--- src/rtl/div_issue_ctrl_pkg.sv ---
// Shared constants and sign helpers for the FU4 divide front-end.
// The divider itself only sees magnitudes, so both sides of it need the same negate rule.
package div_issue_ctrl_pkg;
    localparam int DIV_LATENCY = 16;
    localparam int TAG_W_DEF   = 6;

    function automatic logic [31:0] magnitude(input logic is_signed, input logic [31:0] v);
        return (is_signed && v[31]) ? -v : v;
    endfunction

    function automatic logic [31:0] apply_sign(input logic neg, input logic [31:0] v);
        return neg ? -v : v;
    endfunction
endpackage

--- src/rtl/div_res_fifo.sv ---
// Synchronous result FIFO with occupancy count and synchronous clear.
// Depth need not be a power of two; the pointers wrap explicitly.
module div_res_fifo #(
    parameter int W     = 71,
    parameter int DEPTH = 4,
    parameter int CW    = $clog2(DEPTH + 1)
) (
    input  logic          clk,
    input  logic          clr,
    input  logic          push,
    input  logic [W-1:0]  push_data,
    input  logic          pop,
    output logic [W-1:0]  pop_data,
    output logic          not_empty,
    output logic [CW-1:0] count
);
    localparam int PW = $clog2(DEPTH);

    logic [W-1:0]  mem [DEPTH];
    logic [PW-1:0] wr_ptr;
    logic [PW-1:0] rd_ptr;

    function automatic logic [PW-1:0] next_ptr(input logic [PW-1:0] p);
        return (p == PW'(DEPTH - 1)) ? '0 : p + 1'b1;
    endfunction

    always_ff @(posedge clk) begin
        if (push && !clr) begin
            mem[wr_ptr] <= push_data;
        end
    end

    always_ff @(posedge clk) begin
        if (clr) begin
            wr_ptr <= '0;
            rd_ptr <= '0;
            count  <= '0;
        end else begin
            if (push) wr_ptr <= next_ptr(wr_ptr);
            if (pop)  rd_ptr <= next_ptr(rd_ptr);
            case ({push, pop})
                2'b10:   count <= count + 1'b1;
                2'b01:   count <= count - 1'b1;
                default: count <= count;
            endcase
        end
    end

    assign pop_data  = mem[rd_ptr];
    assign not_empty = (count != '0);
endmodule

--- src/rtl/div_issue_ctrl.sv ---
// Front-end for the 16-stage unsigned divider: two-slot round-robin issue, sign handling,
// a metadata pipe that mirrors the divider, and a credit-limited result FIFO.
module div_issue_ctrl
    import div_issue_ctrl_pkg::*;
#(
    parameter int TAG_W     = TAG_W_DEF,
    parameter int RES_DEPTH = 4
) (
    input  logic             clk,
    input  logic             reset,
    input  logic             flush,
    input  logic             req0_valid,
    output logic             req0_ready,
    input  logic             req0_signed,
    input  logic [31:0]      req0_a,
    input  logic [31:0]      req0_b,
    input  logic [TAG_W-1:0] req0_tag,
    input  logic             req1_valid,
    output logic             req1_ready,
    input  logic             req1_signed,
    input  logic [31:0]      req1_a,
    input  logic [31:0]      req1_b,
    input  logic [TAG_W-1:0] req1_tag,
    output logic [31:0]      div_beichu,
    output logic [31:0]      div_chushu,
    output logic             div_flush,
    input  logic [31:0]      div_quotient,
    input  logic [31:0]      div_remainder,
    output logic             res_valid,
    input  logic             res_ready,
    output logic [31:0]      res_lo,
    output logic [31:0]      res_hi,
    output logic [TAG_W-1:0] res_tag,
    output logic             res_dz
);
    localparam int CW   = $clog2(RES_DEPTH + 1);
    localparam int EW   = 65 + TAG_W;
    localparam int LAST = DIV_LATENCY - 1;

    logic             kill;
    logic             rr_ptr;
    logic [4:0]       in_flight;
    logic [CW-1:0]    fifo_count;
    logic [5:0]       occupancy;
    logic             can_issue;
    logic             grant0;
    logic             grant1;
    logic             granted;
    logic             sel_signed;
    logic [31:0]      sel_a;
    logic [31:0]      sel_b;
    logic [TAG_W-1:0] sel_tag;
    logic             new_dz;
    logic             new_qn;
    logic             new_rn;

    logic [LAST:0]    p_valid;
    logic [LAST:0]    p_qn;
    logic [LAST:0]    p_rn;
    logic [LAST:0]    p_dz;
    logic [TAG_W-1:0] p_tag [DIV_LATENCY];

    logic             exit_valid;
    logic             push;
    logic             pop;
    logic             fifo_nonempty;
    logic [31:0]      exit_lo;
    logic [31:0]      exit_hi;
    logic [EW-1:0]    push_data;
    logic [EW-1:0]    pop_data;

    assign kill      = flush | reset;
    assign div_flush = kill;

    // Every op granted and not yet popped holds a credit, so the FIFO can never overflow.
    assign occupancy = 6'(in_flight) + 6'(fifo_count);
    assign can_issue = (occupancy < 6'(RES_DEPTH)) & ~kill;

    // Handshake: a request transfers in the cycle reqN_valid & reqN_ready; a result
    // transfers in the cycle res_valid & res_ready. Ready never waits on anything registered
    // from the requester, so reqN_ready may follow reqN_valid combinationally.
    assign grant0  = can_issue & req0_valid & (~req1_valid | ~rr_ptr);
    assign grant1  = can_issue & req1_valid & (~req0_valid |  rr_ptr);
    assign granted = grant0 | grant1;

    assign req0_ready = grant0;
    assign req1_ready = grant1;

    always_comb begin
        sel_signed = req0_signed;
        sel_a      = req0_a;
        sel_b      = req0_b;
        sel_tag    = req0_tag;
        if (grant1) begin
            sel_signed = req1_signed;
            sel_a      = req1_a;
            sel_b      = req1_b;
            sel_tag    = req1_tag;
        end
    end

    assign div_beichu = granted ? magnitude(sel_signed, sel_a) : '0;
    assign div_chushu = granted ? magnitude(sel_signed, sel_b) : '0;

    assign new_dz = (sel_b == '0);
    assign new_qn = sel_signed & (sel_a[31] ^ sel_b[31]) & ~new_dz;
    assign new_rn = sel_signed & sel_a[31] & ~new_dz;

    always_ff @(posedge clk) begin
        if (reset) begin
            rr_ptr <= 1'b0;
        end else if (granted) begin
            rr_ptr <= grant0;
        end
    end

    always_ff @(posedge clk) begin
        if (kill) begin
            p_valid <= '0;
        end else begin
            p_valid <= {p_valid[LAST-1:0], granted};
        end
    end

    // Payload bits only matter where the matching valid bit is set.
    always_ff @(posedge clk) begin
        p_qn     <= {p_qn[LAST-1:0], new_qn};
        p_rn     <= {p_rn[LAST-1:0], new_rn};
        p_dz     <= {p_dz[LAST-1:0], new_dz};
        p_tag[0] <= sel_tag;
        for (int i = 1; i < DIV_LATENCY; i++) begin
            p_tag[i] <= p_tag[i-1];
        end
    end

    assign exit_valid = p_valid[LAST];
    assign push       = exit_valid & ~kill;
    assign exit_lo    = p_dz[LAST] ? '0 : apply_sign(p_qn[LAST], div_quotient);
    assign exit_hi    = p_dz[LAST] ? '0 : apply_sign(p_rn[LAST], div_remainder);
    assign push_data  = {p_dz[LAST], exit_hi, exit_lo, p_tag[LAST]};

    always_ff @(posedge clk) begin
        if (kill) begin
            in_flight <= '0;
        end else begin
            case ({granted, exit_valid})
                2'b10:   in_flight <= in_flight + 1'b1;
                2'b01:   in_flight <= in_flight - 1'b1;
                default: in_flight <= in_flight;
            endcase
        end
    end

    assign pop = fifo_nonempty & res_ready;

    div_res_fifo #(
        .W     (EW),
        .DEPTH (RES_DEPTH),
        .CW    (CW)
    ) u_res_fifo (
        .clk       (clk),
        .clr       (kill),
        .push      (push),
        .push_data (push_data),
        .pop       (pop),
        .pop_data  (pop_data),
        .not_empty (fifo_nonempty),
        .count     (fifo_count)
    );

    assign res_valid = fifo_nonempty;
    assign {res_dz, res_hi, res_lo, res_tag} = fifo_nonempty ? pop_data : '0;
endmodule

--- config.mk ---
export PLATFORM = sky130hd
export DESIGN_NAME = div_issue_ctrl
export DESIGN_NICKNAME = d
export VERILOG_FILES = /design/src/rtl/div_issue_ctrl_pkg.sv /design/src/rtl/div_res_fifo.sv /design/src/rtl/div_issue_ctrl.sv
export SDC_FILE = /design/constraint.sdc
export NUM_CORES = 1
export LEC_CHECK = 0
export CORE_ASPECT_RATIO = 0.9
export CORE_MARGIN = 4
export CORE_UTILIZATION = 58
export CTS_CLUSTER_DIAMETER = 60
export DETAILED_ROUTE_END_ITERATION = 8
export PLACE_DENSITY = 0.86
export RECOVER_POWER = 25
export SLEW_MARGIN = 40
export SYNTH_ARGS = -nofsm -noshare
export SYNTH_HDL_FRONTEND = slang
export SYNTH_SLANG_ARGS = --single-unit
--- constraint.sdc ---
create_clock -name clk -period 12 [get_ports clk]
set_clock_uncertainty 0.2 [all_clocks]
set_input_delay 1.2 -clock clk [delete_from_list [all_inputs] [get_ports clk]]
set_output_delay 1.2 -clock clk [all_outputs]
set_load 0.02 [all_outputs]
* Word level (Yosys, flattened, before mapping)
Memories as Yosys holds them, arrays and structs flattened. A register that Yosys moved wholly into a read port is not among the register bits.
Index checks and enable logic that the tools add are counted.
Widths: inputs -> output; s select.
** Word-level totals
- Flip-flop bits (word level) :: 77
- Memory bits (writable) :: 380
- Bits of input ports :: 212
- Output and inout port bits :: 139
- Logic and storage cells :: 79
- Memories kept :: 2
** Memory list
- u_res_fifo.mem :: depth 4, bits a word 71, rd ports 1, clocked after Yosys merged registers in 1, write ports 1, line div_res_fifo.sv:19 : logic [W-1:0] mem [DEPTH];
- p_tag :: depth 16, bits a word 6, rd ports 16, clocked after Yosys merged registers in 0, write ports 16, line div_issue_ctrl.sv:61 : logic [TAG_W-1:0] p_tag [DIV_LATENCY];
** Operators by class
- $add $sub $neg :: 11
- $lt $le $gt $ge :: 1
- Equal/unequal tests :: 6
- Muxes and demuxes :: 21
- Bitwise logic cells :: 21
- Reduce and logical (&&, ||, !) cells :: 8
** Operator list (count)
- $mux 32 :: 10
- $neg 32->32 :: 4
- $mux 71 :: 1
- $logic_not 32->1 :: 1
- $and 1x1->1 :: 11
- $pmux 5 s2 :: 1
- $eq 2x2->1 const B :: 4
- $mux 2 :: 4
- $add 5x3->6 :: 1
- $lt 6x3->1 const B :: 1
- $mux 6 :: 1
- $pmux 3 s2 :: 1
- $add 5x1->5 const B :: 1
- $not 1->1 :: 5
- $sub 5x1->5 const B :: 1
- $add 2x1->2 const B :: 2
- $eq 2x1->1 const B :: 2
- $or 1x1->1 :: 4
- $reduce_bool 2->1 :: 2
- $add 3x1->3 const B :: 1
- $logic_and 1x1->1 :: 3
- $mux 1 :: 3
- $reduce_bool 3->1 :: 1
- $sub 3x1->3 const B :: 1
- 2 further kinds :: 2

* Longest topological paths before layout
- Depth in word-level cells :: 9
- Mapped depth :: 17
- Depth with buffers taken out :: 14

* Cells and area by module
Synthesis repeated with hierarchy kept, for this count alone.
** Second synthesis, totals
- Cells, all modules :: 1582
- Area, all modules :: 20304.5 um^2
** By module, submodules not included
- div_res_fifo :: instances 1, cells each 420, area an instance 10771.6 um^2, sequential area each 8708.4 um^2
- div_issue_ctrl :: instances 1, cells each 1162, area an instance 9532.9 um^2, sequential area each 3323.2 um^2

* Worst setup path after synthesis
OpenSTA, ideal clock, no wires.
- Kind :: input to output
- From :: input port reset
- To :: output port div_beichu[28]
- Data arrival time :: 4.829 ns
- Setup slack :: 5.771 ns
- Stages :: 15
- Buffers on the path :: 3
- Cells stage by stage :: nor4_1 > and3_1 > nand2_1 > clkinv_1 > buf_2 > buf_2 > buf_2 > mux2i_1 > ha_1 > or3b_1 > nor3b_2 > nand3_1 > mux2i_4 > a311oi_1 > o32ai_1
** On the way
- Word-level cells in the longest chain between the ends :: 9
- Elaborated cells between the ends (all ways) :: 14
- Classes of those cells :: add/sub: 1; mux: 4; bitwise: 8; reduce/logical: 1
** Ends and longest elaborated chain
- from (decl) :: line div_issue_ctrl.sv:10 : input logic reset,
- $or 1x1->1 * :: line div_issue_ctrl.sv:72 : assign kill = flush | reset;
- $not 1->1 * :: line div_issue_ctrl.sv:77 : assign can_issue = (occupancy < 6'(RES_DEPTH)) & ~kill;
- $and 1x1->1 * :: line div_issue_ctrl.sv:77
- $and 1x1->1 (2 in a row) :: line div_issue_ctrl.sv:83 : assign grant1 = can_issue & req1_valid & (~req0_valid | rr_ptr);
- $mux 32 or $mux 1 (tied branches) :: line div_issue_ctrl.sv:94 : if (grant1) begin
- $neg 32->32 or $logic_and 1x1->1 (tied branches) :: line div_issue_ctrl_pkg.sv:8 : return (is_signed && v[31]) ? -v : v;
- $mux 32 :: line div_issue_ctrl_pkg.sv:8
- $mux 32 * :: line div_issue_ctrl.sv:102 : assign div_beichu = granted ? magnitude(sel_signed, sel_a) : '0;
- to (decl) :: line div_issue_ctrl.sv:24 : output logic [31:0] div_beichu,
Every way passes the cells marked *; elsewhere a longest branch is shown, timed or not.

* Worst setup path after layout
Ends and elaborated chain as after synthesis.

==> results.ini <==
[worst_setup_path]
end_kind=output port
start_kind=primary input
r2r_cells=16
worstReg2RegStart=in_flight[2]
cp_data_required_time_ns=10.60
cp_max_fo=51
critPathKind=in -> out
rr_endpoint=p_rn[0]
cp.arrival_ns=6.52
ff2ff_setup_slack_ns=7.11

[sta]
finalSetupViolations=0
tightest_slew_ns=1.77
worst_slack_ns=4.08
maxSlewViolCount=37
rsz0062_at_grt=false
finalSetupTns_ns=0
fin_crit_ns=7.92
fin_crit_sh=0.660
hold_viol=0
relSlewSlack=-0.182
max_freq_mhz=126

[floorplan]
core.rowCount=64
die_w_um=206
start_util=0.595
core_sq_um=34400
pin_count=351
die_h_um=186
dieArea_sq_um=38300

[routing]
vias_per_cell=6.23
drc=0
ant_nets=0
wl_per_cell_um=24.5
first_pass_iters=5
drt_iter0_drc=1525
wl_um=59700
dr_total_vias=15194

[power_and_ir_drop]
power_density_nw_per_um2=131
power.total_mw=3.36
p_leak_nw=8.58
ir_drop_mv=0.0913

[placed_design]
io_buffers=350
dp_hpwl_um=40000
preCtsSetupSlack_ns=4.30
routabilityCongestion=0.959
postPlaceCellArea_sq_um=24400

[logic_synthesis]
synthTopCellsByArea=edfxtp_1 42%, dfxtp_1 17%, mux4_2 7.8%, xor2_1 4.2%, and2_1 2.8%
mappedNetlistArea_sq_um=20400
synth-seq-cells=459
synth_nets=1838
netlist_instances=1608
synth_top_area_frac=0.417
ys.flop_type=edfxtp_1
synth.avg_cell_area_sq_um=12.7
synthArstFlopShare=0
yosysSeqAreaShare=0.589
synth-edff-count=284
yosysWarnings=0
synth_area_leader_cell=edfxtp_1
synth.distinct_cells=81

[outcome]
violations=max-capacitance violations, max-slew violations
outcome=finished, violations left

[final_layout]
finish.utilization=0.750
mostFrequentLayoutCells=347 x clkdlybuf4s50_1, 284 x edfxtp_1, 171 x dfxtp_1
final_common_cell=clkdlybuf4s50_1
fin_nets=2168
drive_gt1_frac=0.103
fin_area_sq_um=25800
area_growth_syn_to_layout_pct=26.0

[grt]
grt_overflow=0
antenna_found_initial=6
track_usage=0.303
grt_pass1_vias=15345
grt_pass1_wl_um=89400
grt_max_degree=74

[clocking]
cts_buffer_depth=3
clock_latency_ns=0.53
cts_root_buffer=clkbuf_16
cts_made_buffers=41
cts_tree=built
htree_levels=2
cts.sinks=459
cts_resized=0
clk_pin_slew_ns=0.07
holdBufCountCts=0
cts_setup_buffers=0

[worst_hold_path]
holdPathStages=0
whs_endpoint=p_tag[0][8]
hold_path.class=reg -> reg
hold_start=p_tag[0][2]

[run]
drv_cap=1

routing by layer:
layer / vias to the layer above / GRT usage / wire, um
met4: 4 / 0.102 / 1910
met5: - / 0 / 27
met2: 922 / 0.533 / 30400
met1: 7400 / 0.375 / 21500
li1: 6722 / - / -
met3: 146 / 0.0667 / 5790
how the worst max path moves through the flow:
stage / endpoint / cells past startpoint / from
3_5_place_dp: div_chushu[28] / 17 / reset
2_1_floorplan: div_beichu[28] / 15 / reset
5_1_grt: div_chushu[28] / 17 / reset
3_3_place_gp: div_beichu[28] / 16 / reset
6_report: div_beichu[28] / 16 / reset
4_1_cts: div_beichu[28] / 16 / reset
cells in the mapped netlist (5+ instances only):
| library cell | count |
|---|---|
| o21ai_0 | 57 |
| nor2b_1 | 5 |
| xor2_1 | 99 |
| nor2_1 | 129 |
| edfxtp_1 | 284 |
| a211oi_1 | 8 |
| ha_1 | 16 |
| a31oi_1 | 7 |
| or3_1 | 32 |
| a22oi_1 | 5 |
| xnor2_1 | 59 |
| nand3_1 | 25 |
| a21oi_1 | 44 |
| o22ai_1 | 44 |
| nor4_1 | 43 |
| o41ai_1 | 6 |
| buf_1 | 11 |
| nand4_1 | 16 |
| o31ai_1 | 29 |
| dfxtp_1 | 175 |
| inv_1 | 24 |
| or4_1 | 10 |
| clkbuf_1 | 52 |
| and3_1 | 9 |
| mux4_2 | 71 |
| o211ai_1 | 10 |
| buf_2 | 10 |
| nand2_1 | 71 |
| mux2_2 | 10 |
| nor3_1 | 48 |
| and2_1 | 93 |
| mux2i_1 | 20 |
| nor3b_1 | 5 |
registers in the layout, indices dropped and copies added (netlist names), named ones only:
| name | count |
|---|---|
| u_res_fifo.wr_ptr | 2 |
| p_tag | 96 |
| u_res_fifo.count | 3 |
| u_res_fifo.rd_ptr | 2 |
| u_res_fifo.mem | 284 |
| p_valid | 16 |
| rr_ptr | 1 |
| p_rn | 16 |
| in_flight | 5 |
| p_qn | 16 |
| p_dz | 16 |
cell families (layout without fill, tap and decap cells):
family	Yosys count	in the layout	share of synthesized area
other	0	5	0
muxes	103	103	0.0958
AOI/OAI and AO/OA	251	251	0.0797
and+or+nand+nor	512	512	0.133
adders and majority gates	18	18	0.0118
DFF	459	459	0.589
xor gates and xnor gates	158	158	0.0677
buffers and inverters	107	469	0.0239
power by group:
group	switching [mW]	internal, mW	leakage [nW]
logic	0.192	0.148	3.91
clock network	0.545	0.740	0.668
registers	0.0138	1.72	4.00
area by class of cell:
type | instances | area (sq um)
flip-flops and latches | 459 | 12000
clock buffers | 59 | 1230
clock inverters | 16 | 124
repair buffers | 369 | 3710
well taps | 462 | 578
diodes | 5 | 12.5
inverters | 25 | 93.8
fillers | 2122 | 8600
multi-input cells | 1042 | 7970
through the flow:
step | std cells | hold slack (ns)
floorplan | 1608 | 0.110
global placement | 2353 | 0.110
detailed placement | 2357 | 0.112
CTS | 2432 | 0.122
global route | 2436 | 0.126
finish | 2437 | 0.120
critical path, stage by stage:
cell             delay (ns)
dlygate4sd3_1          0.57
nor4_1                 0.30
and3_1                 0.21
buf_4                  0.27
nand2_4                0.06
buf_4                  0.32
inv_2                  0.26
mux2i_1                0.26
ha_1                   0.24
or3b_1                 0.40
nor3b_2                0.36
nand3_1                0.22
mux2i_4                0.38
a311oi_1               0.16
o32ai_1                0.53
clkdlybuf4s50_1        0.72
(Power assumes the default switching activity.)
